$ cat src/rtl/bf16_sub_seq.sv
// bf16_sub_seq: multi-cycle bfloat16 subtractor, diff = a - b.
// Walks IDLE -> ALIGN -> EXEC -> (NORM)* -> DONE. NORM applies one left
// shift per cycle, so latency depends on the data. Rounding truncates, and
// exp==0 inputs are read as zero.
//
// Ports:
//   clk, rst          rising-edge clock, asynchronous active-high reset
//   in_valid/in_ready operand handshake (in_ready high only in IDLE)
//   a, b              minuend and subtrahend {sign, exp, mant}
//   out_valid/out_ready result handshake; diff is held while out_valid is high
//   diff              registered result
//
// Optional feature macro: BF16_SUB_SPECIALS_EN
//   Defined:   NaN and inf operands are detected in ALIGN and resolved
//              directly (ALIGN -> DONE).
//   Undefined: exp all-ones inputs are treated as ordinary normal numbers.
//              Only overflow saturation to inf applies.
module bf16_sub_seq #(
  parameter int EXP_SIZE      = 8,
  parameter int MANTISSA_SIZE = 7
) (
  input  logic                            clk,
  input  logic                            rst,
  input  logic                            in_valid,
  output logic                            in_ready,
  input  logic [EXP_SIZE+MANTISSA_SIZE:0] a,
  input  logic [EXP_SIZE+MANTISSA_SIZE:0] b,
  output logic                            out_valid,
  input  logic                            out_ready,
  output logic [EXP_SIZE+MANTISSA_SIZE:0] diff
);

  localparam int W  = 1 + EXP_SIZE + MANTISSA_SIZE;
  localparam int MW = MANTISSA_SIZE + 1;
  localparam logic [EXP_SIZE-1:0] EXP_ONES    = '1;
  localparam logic [EXP_SIZE-1:0] SHIFT_LIMIT = EXP_SIZE'(MW);
  localparam logic [EXP_SIZE:0]   EXP_ONE     = {{EXP_SIZE{1'b0}}, 1'b1};

  typedef enum logic [2:0] {IDLE, ALIGN, EXEC, NORM, DONE} state_t;

  state_t               stateQ, stateD;
  logic [W-1:0]         aQ, aD, bQ, bD;
  logic [EXP_SIZE:0]    expQ, expD;
  logic [MW-1:0]        manXQ, manXD, manYQ, manYD, magQ, magD;
  logic                 signQ, signD;
  logic                 inReadyQ, inReadyD, outValidQ, outValidD;
  logic [W-1:0]         diffQ, diffD;

  // bQ holds b with its sign already inverted, so the datapath always adds.
  logic                 signA, signB;
  logic [EXP_SIZE-1:0]  expA, expB;
  logic [MW-1:0]        fullA, fullB;

  assign signA = aQ[W-1];
  assign signB = bQ[W-1];
  assign expA  = aQ[W-2 -: EXP_SIZE];
  assign expB  = bQ[W-2 -: EXP_SIZE];
  assign fullA = (expA != '0) ? {1'b1, aQ[MANTISSA_SIZE-1:0]} : '0;
  assign fullB = (expB != '0) ? {1'b1, bQ[MANTISSA_SIZE-1:0]} : '0;

`ifdef BF16_SUB_SPECIALS_EN
  localparam logic [W-1:0] QNAN = {1'b0, EXP_ONES, 1'b1, {(MANTISSA_SIZE-1){1'b0}}};
  logic nanA, nanB, infA, infB;
  assign nanA = (expA == EXP_ONES) && (aQ[MANTISSA_SIZE-1:0] != '0);
  assign nanB = (expB == EXP_ONES) && (bQ[MANTISSA_SIZE-1:0] != '0);
  assign infA = (expA == EXP_ONES) && (aQ[MANTISSA_SIZE-1:0] == '0);
  assign infB = (expB == EXP_ONES) && (bQ[MANTISSA_SIZE-1:0] == '0);
`endif

  // Right shift with truncation. Shifts past the mantissa width give zero.
  function automatic logic [MW-1:0] alignShift(input logic [MW-1:0] m,
                                               input logic [EXP_SIZE-1:0] sh);
    if (sh >= SHIFT_LIMIT) return '0;
    else                   return m >> sh;
  endfunction

  // Packs a normalized result. An exponent at or above all-ones saturates to inf.
  function automatic logic [W-1:0] packResult(input logic s,
                                              input logic [EXP_SIZE:0] e,
                                              input logic [MW-1:0] m);
    if (e >= {1'b0, EXP_ONES}) return {s, EXP_ONES, {MANTISSA_SIZE{1'b0}}};
    else                       return {s, e[EXP_SIZE-1:0], m[MANTISSA_SIZE-1:0]};
  endfunction

  logic [MW:0]       rawSum;
  logic              rawSign;
  logic [MW-1:0]     normMag;
  logic [EXP_SIZE:0] normExp;

  // Next-state logic for the FSM and datapath registers.
  always_comb begin
    stateD    = stateQ;
    aD        = aQ;
    bD        = bQ;
    expD      = expQ;
    manXD     = manXQ;
    manYD     = manYQ;
    magD      = magQ;
    signD     = signQ;
    inReadyD  = inReadyQ;
    outValidD = outValidQ;
    diffD     = diffQ;
    rawSum    = '0;
    rawSign   = 1'b0;
    normMag   = magQ << 1;
    normExp   = expQ - EXP_ONE;

    case (stateQ)
      IDLE: begin
        if (in_valid) begin
          aD       = a;
          bD       = {~b[W-1], b[W-2:0]};
          inReadyD = 1'b0;
          stateD   = ALIGN;
        end
      end

      ALIGN: begin
        stateD = EXEC;
        if (expA >= expB) begin
          expD  = {1'b0, expA};
          manXD = fullA;
          manYD = alignShift(fullB, expA - expB);
        end else begin
          expD  = {1'b0, expB};
          manXD = alignShift(fullA, expB - expA);
          manYD = fullB;
        end
`ifdef BF16_SUB_SPECIALS_EN
        // signB is the inverted b sign, so inf - inf with equal input signs
        // shows up here as differing signs.
        if (nanA || nanB || (infA && infB && (signA != signB))) begin
          diffD     = QNAN;
          outValidD = 1'b1;
          stateD    = DONE;
        end else if (infA) begin
          diffD     = {signA, EXP_ONES, {MANTISSA_SIZE{1'b0}}};
          outValidD = 1'b1;
          stateD    = DONE;
        end else if (infB) begin
          diffD     = {signB, EXP_ONES, {MANTISSA_SIZE{1'b0}}};
          outValidD = 1'b1;
          stateD    = DONE;
        end
`endif
      end

      EXEC: begin
        if (signA == signB) begin
          rawSum  = {1'b0, manXQ} + {1'b0, manYQ};
          rawSign = signA;
        end else if (manXQ >= manYQ) begin
          rawSum  = {1'b0, manXQ} - {1'b0, manYQ};
          rawSign = signA;
        end else begin
          rawSum  = {1'b0, manYQ} - {1'b0, manXQ};
          rawSign = signB;
        end
        outValidD = 1'b1;
        stateD    = DONE;
        if (rawSum[MW]) begin
          diffD = packResult(rawSign, expQ + EXP_ONE, rawSum[MW:1]);
        end else if (rawSum == '0) begin
          // Exact cancellation (and 0 - 0) always gives +0.
          diffD = '0;
        end else if (rawSum[MW-1]) begin
          diffD = packResult(rawSign, expQ, rawSum[MW-1:0]);
        end else begin
          magD      = rawSum[MW-1:0];
          signD     = rawSign;
          outValidD = 1'b0;
          stateD    = NORM;
        end
      end

      NORM: begin
        // One left shift per cycle. Exponent underflow flushes to +0.
        if (normExp == '0) begin
          diffD     = '0;
          outValidD = 1'b1;
          stateD    = DONE;
        end else if (normMag[MW-1]) begin
          diffD     = packResult(signQ, normExp, normMag);
          outValidD = 1'b1;
          stateD    = DONE;
        end else begin
          magD = normMag;
          expD = normExp;
        end
      end

      DONE: begin
        if (out_ready) begin
          outValidD = 1'b0;
          inReadyD  = 1'b1;
          stateD    = IDLE;
        end
      end

      default: stateD = IDLE;
    endcase
  end

  // State registers. Reset discards any transaction in flight.
  always_ff @(posedge clk or posedge rst) begin
    if (rst) begin
      stateQ    <= IDLE;
      aQ        <= '0;
      bQ        <= '0;
      expQ      <= '0;
      manXQ     <= '0;
      manYQ     <= '0;
      magQ      <= '0;
      signQ     <= 1'b0;
      inReadyQ  <= 1'b1;
      outValidQ <= 1'b0;
      diffQ     <= '0;
    end else begin
      stateQ    <= stateD;
      aQ        <= aD;
      bQ        <= bD;
      expQ      <= expD;
      manXQ     <= manXD;
      manYQ     <= manYD;
      magQ      <= magD;
      signQ     <= signD;
      inReadyQ  <= inReadyD;
      outValidQ <= outValidD;
      diffQ     <= diffD;
    end
  end

  assign in_ready  = inReadyQ;
  assign out_valid = outValidQ;
  assign diff      = diffQ;

endmodule

$ cat config.mk
export PLATFORM = sky130hd
export DESIGN_NAME = bf16_sub_seq
export DESIGN_NICKNAME = d
export VERILOG_FILES = /design/src/rtl/bf16_sub_seq.sv
export SDC_FILE = /design/constraint.sdc
export NUM_CORES = 1
export LEC_CHECK = 0
export ABC_AREA = 1
export CORE_ASPECT_RATIO = 1.4
export CORE_MARGIN = 4
export CORE_UTILIZATION = 40
export CTS_CLUSTER_DIAMETER = 150
export DETAILED_ROUTE_END_ITERATION = 12
export DONT_BUFFER_PORTS = 1
export SLEW_MARGIN = 20
export SYNTH_ARGS = -nofsm -noshare
export SYNTH_HDL_FRONTEND = slang
export SYNTH_SLANG_ARGS = --single-unit
$ cat constraint.sdc
create_clock -name clk -period 2.79 [get_ports clk]
set_input_delay 0.1395 -clock clk [delete_from_list [all_inputs] [get_ports clk]]
set_output_delay 0.1395 -clock clk [all_outputs]
set_load 0.01 [all_outputs]
-- Word-level counts from Yosys, hierarchy flattened
Cells that the tools add are included.
- shift operators: 2
- $lt $le $gt $ge: 7
- $add $sub $neg: 7
- mux-type cells: 48
- reductions and logical operators: 18
- eq/ne operators: 14
- bitwise operators: 4
- operators by type and width (kind ; count):
    $mux W16 ; 5
    $mux W8 ; 7
    $mux W15 ; 3
    $mux W9 ; 5
    $mux W7 ; 5
    $pmux W16 S2 ; 1
    $ge A9 B8 Y1 const B ; 3
    $mux W3 ; 7
    $logic_not A9 Y1 ; 2
    $pmux W9 S2 ; 1
    $sub A8 B8 Y9 ; 2
    $ge A8 B4 Y1 const B ; 2
    $ge A8 B8 Y1 ; 2
    $reduce_bool A8 Y1 ; 2
    $shr A8 B8 Y8 ; 2
    $sub A8 B8 Y8 ; 2
    $pmux W3 S5 ; 1
    $reduce_and A3 Y1 ; 5
    $ne A2 B2 Y1 const B ; 7
    $pmux W7 S2 ; 1
    $mux W1 ; 10
    $add A8 B8 Y9 ; 1
    $add A9 B1 Y9 const B ; 1
    $sub A9 B1 Y9 const B ; 1
    16 further kinds ; 22
- output and inout bits: 18
- input bits: 36
- register bits: 86
- word-level logic and storage cells: 112

-- Logic depth before layout (Yosys ltp)
- depth after elaboration: 9
- mapped depth: 23
- depth with buffers taken out: 22

-- Least setup slack after synthesis
Ideal clock, no wire load.
- kind: flip-flop to flip-flop
- start point: reg aQ[7]
- end point: reg manYQ[7]
- setup time: 0.087 ns
- buffers on the path: 0
- period minus slack after synthesis: 2.520 ns
- data required time: 2.703 ns
- cell stages (with the launch flop): 16
- arrival time: 2.432 ns
- slack: 0.270 ns
- cells stage by stage: dfrtp_1 inv_1 ha_1 fa_1 nor2_1 nor2_1 nor2_1 nor2_1 xor2_1 nor2_2 nand2_2 inv_2 nand3_2 nor2_4 nand4_1 a22oi_1
- cells in the longest elaborated chain, start to end: 4
- elaborated cells between the ends (all ways): 6
- those cells by class: 1 x add/sub; 2 x order compare; 1 x shift; 2 x mux
- RTL lines (what ; line ; RTL):
    start, declared ; 42 ; logic [W-1:0] aQ, aD, bQ, bD;
    start signal, assigned ; 208 ; aQ <= '0;
    start signal, assigned ; 220 ; aQ <= aD;
    $sub A8 B8 Y8 ; 123 ; manYD = alignShift(fullB, expA - expB);
    $ge A8 B4 Y1 / $shr A8 B8 Y8 (equally long branches) ; 73, 74 ;
    $mux W8 ; 73 ; if (sh >= SHIFT_LIMIT) return '0;
    $mux W8 * ; 120 ; if (expA >= expB) begin
    end signal, assigned ; 224 ; manYQ <= manYD;
    end, declared ; 44 ; logic [MW-1:0] manXQ, manXD, manYQ, manYD, magQ, magD;
Mark *: on every way between the ends. The rest lies on a longest branch, timed or not.
A chain may end at the register's enable or synchronous reset.

-- Worst setup path after layout
- start point: reg manXQ[6]
- end point: reg diffQ[12], in the netlist diff[12]
- cells in the longest elaborated chain, start to end: 8
- elaborated cells between the ends (all ways): 13
- those cells by class: 3 x add/sub; 1 x order compare; 1 x eq/ne; 6 x mux; 2 x reduce/logical
- RTL lines (what ; line ; RTL):
    start, declared ; 44 ;
    start signal, assigned ; 223 ; manXQ <= manXD;
    $sub A8 B8 Y9, or another cell as far along ; 156 ; rawSum = {1'b0, manYQ} - {1'b0, manXQ};
    $mux W9 ; 152 ; end else if (manXQ >= manYQ) begin
    $mux W9 * ; 149 ; if (signA == signB) begin
    $mux W9 * ; 108 ; case (stateQ)
    $logic_not A9 Y1 ; 163 ; end else if (rawSum == '0) begin
    $mux W16 ; 163 ;
    $mux W16 ; 161 ; if (rawSum[MW]) begin
    $pmux W16 S2 ; 108 ;
    end signal, assigned ; 229 ; diffQ <= diffD;
    end, declared ; 47 ; logic [W-1:0] diffQ, diffD;
Mark *: on every way between the ends. The rest lies on a longest branch, timed or not. The select of a mux whose other input is x is not followed.

==> metrics.txt <==
# TYPE chip_impl_metric gauge
chip_impl_info{name="status",value="finished, final reports clean"} 1
chip_impl_metric{name="floorplan.rows",unit=""} 58
chip_impl_metric{name="finalCriticalPeriod",unit="ns"} 2.70
chip_impl_metric{name="final_slew_viol_count",unit=""} 0
chip_impl_metric{name="max_buffers_root_to_sink",unit=""} 2
chip_impl_metric{name="fmax",unit="MHz"} 370
chip_impl_metric{name="global_route_wire_length_before_repair",unit="microns"} 35800
chip_impl_metric{name="placed_inst_area",unit="sq um"} 7990
chip_impl_info{name="cts.root.buffer_cell",value="sky130_fd_sc_hd__clkbuf_16"} 1
chip_impl_metric{name="mappedNetlistArea",unit="sq um"} 7380
chip_impl_metric{name="worst_max_slew_pin_slew",unit="ns"} 0.545
chip_impl_info{name="cts_tree",value="yes"} 1
chip_impl_info{name="path_delay_family",value="simple AND/OR/NAND/NOR gates"} 1
chip_impl_info{name="grt_setup_unrepaired",value="yes"} 1
chip_impl_metric{name="report.final.setup_viol",unit=""} 0
chip_impl_info{name="critical_path_class",value="flip-flop to flip-flop"} 1
chip_impl_metric{name="remaining_routing_drc_violations",unit=""} 0
chip_impl_metric{name="drive_gt1_share",unit="%"} 18.4
chip_impl_info{name="synthFlopType",value="sky130_fd_sc_hd__dfrtp_1"} 1
chip_impl_metric{name="final_hold_viol_count",unit=""} 0
chip_impl_metric{name="groute.usage.overall",unit="%"} 21.6
chip_impl_metric{name="flow.area_growth_from_synthesis",unit="%"} 22.9
chip_impl_info{name="cp-start-kind",value="flip-flop"} 1
chip_impl_metric{name="synthCells",unit=""} 1092
chip_impl_metric{name="grt_max_degree",unit=""} 57
chip_impl_metric{name="dpl.hpwl",unit="microns"} 17200
chip_impl_metric{name="top_level_ports",unit=""} 54
chip_impl_metric{name="max-cap-violations",unit=""} 0
chip_impl_metric{name="multi_input_area",unit="sq um"} 4740
chip_impl_metric{name="worst_ep_arrival_time",unit="ns"} 2.95
chip_impl_metric{name="routabilityCongestion",unit=""} 0.978
chip_impl_metric{name="place.port_buffers",unit=""} 0
chip_impl_metric{name="worst_setup_hold_path_clk_slew",unit="ns"} 0.07
chip_impl_info{name="endpoint_kind",value="flip-flop"} 1
chip_impl_metric{name="finalInstanceArea",unit="sq um"} 9070
chip_impl_metric{name="fp.dieH",unit="microns"} 169
chip_impl_metric{name="floorplan.initialDensity",unit="%"} 40.8
chip_impl_metric{name="fillerInstances",unit=""} 1805
chip_impl_metric{name="vias_in_the_first_global_route",unit=""} 7306
chip_impl_metric{name="routed-via-count",unit=""} 7319
chip_impl_metric{name="detailedRoute.firstIterationViolations",unit=""} 414
chip_impl_info{name="cp_cell_sequence",value="inv_1 -> ha_4 -> nand2_1 -> nand2_1 -> a21oi_2 -> nand2_2 -> inv_2 -> nand2_8 -> nand2_1 -> nand2_1 -> a21oi_2 -> nand2_1 -> nor2_2 -> nand3_2 -> nand3_2 -> nand2_4 -> clkbuf_16 -> nand2_2 -> nand2_1"} 1
chip_impl_metric{name="number_of_flops_mapped_to_enable_cells_by_yosys",unit=""} 0
chip_impl_metric{name="timing.critical_path.slowest_cell_delay",unit="ns"} 0.41
chip_impl_metric{name="coreArea",unit="sq um"} 18100
chip_impl_info{name="cp_slowest_cell",value="sky130_fd_sc_hd__dfrtp_1"} 1
chip_impl_metric{name="post_synth.cell_area_avg",unit="sq um"} 6.76
chip_impl_metric{name="avgRoutedWirePerCell",unit="microns"} 15.3
chip_impl_metric{name="worst-path-max-fanout",unit=""} 9
chip_impl_metric{name="ys_async_sr_fraction",unit="%"} 100
chip_impl_metric{name="vias_per_cell",unit=""} 5.13
chip_impl_metric{name="tritoncts.num_buffers",unit=""} 9
chip_impl_metric{name="post_layout_nonfiller_instances",unit=""} 1427
chip_impl_metric{name="slew_hr",unit="%"} 63.6
chip_impl_metric{name="mappedNetlistNets",unit=""} 1178
chip_impl_metric{name="n_antenna_cell",unit=""} 0
chip_impl_metric{name="global_route.overflow_total",unit=""} 0
chip_impl_metric{name="nets",unit=""} 1268
chip_impl_metric{name="yosys_register_bits",unit=""} 86
chip_impl_metric{name="synth_sequential_area_ratio",unit="%"} 29.2
chip_impl_metric{name="number_of_antenna_violations_at_the_first_check_in_global_routing",unit=""} 0
chip_impl_metric{name="final-seq-area",unit="sq um"} 2150
chip_impl_metric{name="synth.distinct_cells",unit=""} 53
chip_impl_metric{name="die_area",unit="sq um"} 20700
chip_impl_metric{name="final_antenna_net_count",unit=""} 0
chip_impl_info{name="commonest_cells_after_routing_fill_and_taps_aside",value="sky130_fd_sc_hd__nand2_1, sky130_fd_sc_hd__inv_1, sky130_fd_sc_hd__nand3_1"} 1
chip_impl_metric{name="detail_route.wirelength",unit="microns"} 21900
chip_impl_metric{name="clock_sinks",unit=""} 86
chip_impl_metric{name="clock_skew",unit="ns"} 0.00664
chip_impl_metric{name="place.detailed.instances",unit=""} 1366
chip_impl_metric{name="detail_route.first_pass.iterations",unit=""} 5
chip_impl_metric{name="cts_max_level",unit=""} 3
chip_impl_metric{name="fin_crit_sh",unit="%"} 96.8
chip_impl_metric{name="timing.critical_path.buf_inv",unit=""} 3
chip_impl_info{name="holdCritPathClass",value="input pin to flip-flop"} 1
chip_impl_metric{name="worstPathRequired",unit="ns"} 3.04
chip_impl_metric{name="die_x",unit="microns"} 123
chip_impl_metric{name="clock_insertion_delay_worst_skew",unit="ns"} 0.35
chip_impl_info{name="timing.critical_path.mode_cell",value="sky130_fd_sc_hd__nand2_1"} 1
chip_impl_metric{name="final_setup_tns",unit="ns"} 0
chip_impl_metric{name="count_of_warnings_emitted_by_yosys",unit=""} 0
chip_impl_info{name="mostFrequentLayoutCell",value="sky130_fd_sc_hd__nand2_1"} 1
state kept, by name, indices dropped and copies added, names as in the netlist:
| signal | cells |
|---|---|
| signQ | 1 |
| expQ | 9 |
| diff | 16 |
| out_valid | 1 |
| magQ | 7 |
| manXQ | 8 |
| in_ready | 1 |
| stateQ | 3 |
| manYQ | 8 |
| aQ | 16 |
| bQ | 16 |
per-stage QoR:
stage / setup WS (ns) / hold WS, ns / utilization, %
after CTS: 0.000506 / 0.0467 / 48.0
after detailed placement: -0.0630 / 0.0654 / 44.2
after global routing: -0.0243 / 0.0899 / 50.2
after global placement: -0.0330 / 0.0635 / 44.2
after floorplan: 0.270 / 0.249 / -
final: 0.0897 / 0.0395 / 50.2
worst register-to-register path, delay by kind of cell (launching register included):
kind / cells / cell delay, ns
AOI/OAI and AO/OA: 2 / 0.35
adders and majority gates: 1 / 0.25
buffers and inverters: 3 / 0.45
DFF: 1 / 0.41
and+or+nand+nor: 13 / 1.12
what timing repair did:
| action | 4_1_cts | 5_1_grt |
|---|---|---|
| resized for setup | 5 | 79 |
| pin swaps | 0 | 28 |
| hold buffers | 34 | 0 |
| endpoints found under the hold margin | 60 | 0 |
| setup buffers | 0 | 10 |
| cloned | 0 | 1 |
| setup endpoints to repair | 8 | 41 |
synthesized netlist by cell type (all sizes together), types with 8 or more instances:
cell	number	area share, %
inv	144	7.4
nand3	100	7.4
nand4	26	2.2
nor3	8	0.68
ha	45	7.6
o21ai	65	4.6
nor2	99	5.4
clkbuf	17	0.90
a22oi	11	1.1
nand2	339	19
xor2	21	2.5
dfrtp	85	29
o31ai	9	0.92
a21oi	59	4.3
buf	17	1.8
final timing paths:
check | slack (ns) | cells after the start | start | to
setup / recovery | 0.09 | 19 | manXQ[6] | diff[12]
hold / removal | 0.04 | 4 | in_valid | stateQ[0]
setup reg to reg | 0.09 | 19 | manXQ[6] | diff[12]
hold reg to reg | 0.48 | 2 | magQ[4] | magQ[4]
max in group asynchronous | 1.74 | 3 | rst | in_ready
min in group asynchronous | 0.25 | 2 | rst | expQ[0]
cell type report:
cell class | count | area share [%]
clock buffers | 10 | 2.64
clock inverters | 6 | 1.02
inverters | 147 | 6.24
multi-input cells | 825 | 52.3
flip-flops and latches | 86 | 23.8
well taps | 240 | 3.31
repair buffers | 113 | 10.8
logic make-up (layout without fill, tap and decap cells):
family | Yosys count | in the layout | synth area share, %
AOI/OAI and AO/OA | 167 | 167 | 13.1
adders and majority gates | 50 | 50 | 8.99
buffers and inverters | 181 | 276 | 10.2
and+or+nand+nor | 581 | 581 | 35.2
xor gates and xnor gates | 27 | 27 | 3.31
DFF | 86 | 86 | 29.2
metal layers:
| layer | GRT usage [%] | vias up | part of all wire [%] |
|---|---|---|---|
| met1 | 25.7 | 3351 | 41 |
| met4 | 10.3 | 0 | 4.5 |
| met3 | 2.57 | 60 | 3.9 |
| li1 | - | 3709 | - |
| met5 | 0 | - | 0 |
| met2 | 38.1 | 199 | 51 |
Power is left out: the tool's default activity adds up to more than one toggle a clock period on the data nets, which glitch-free logic cannot reach.
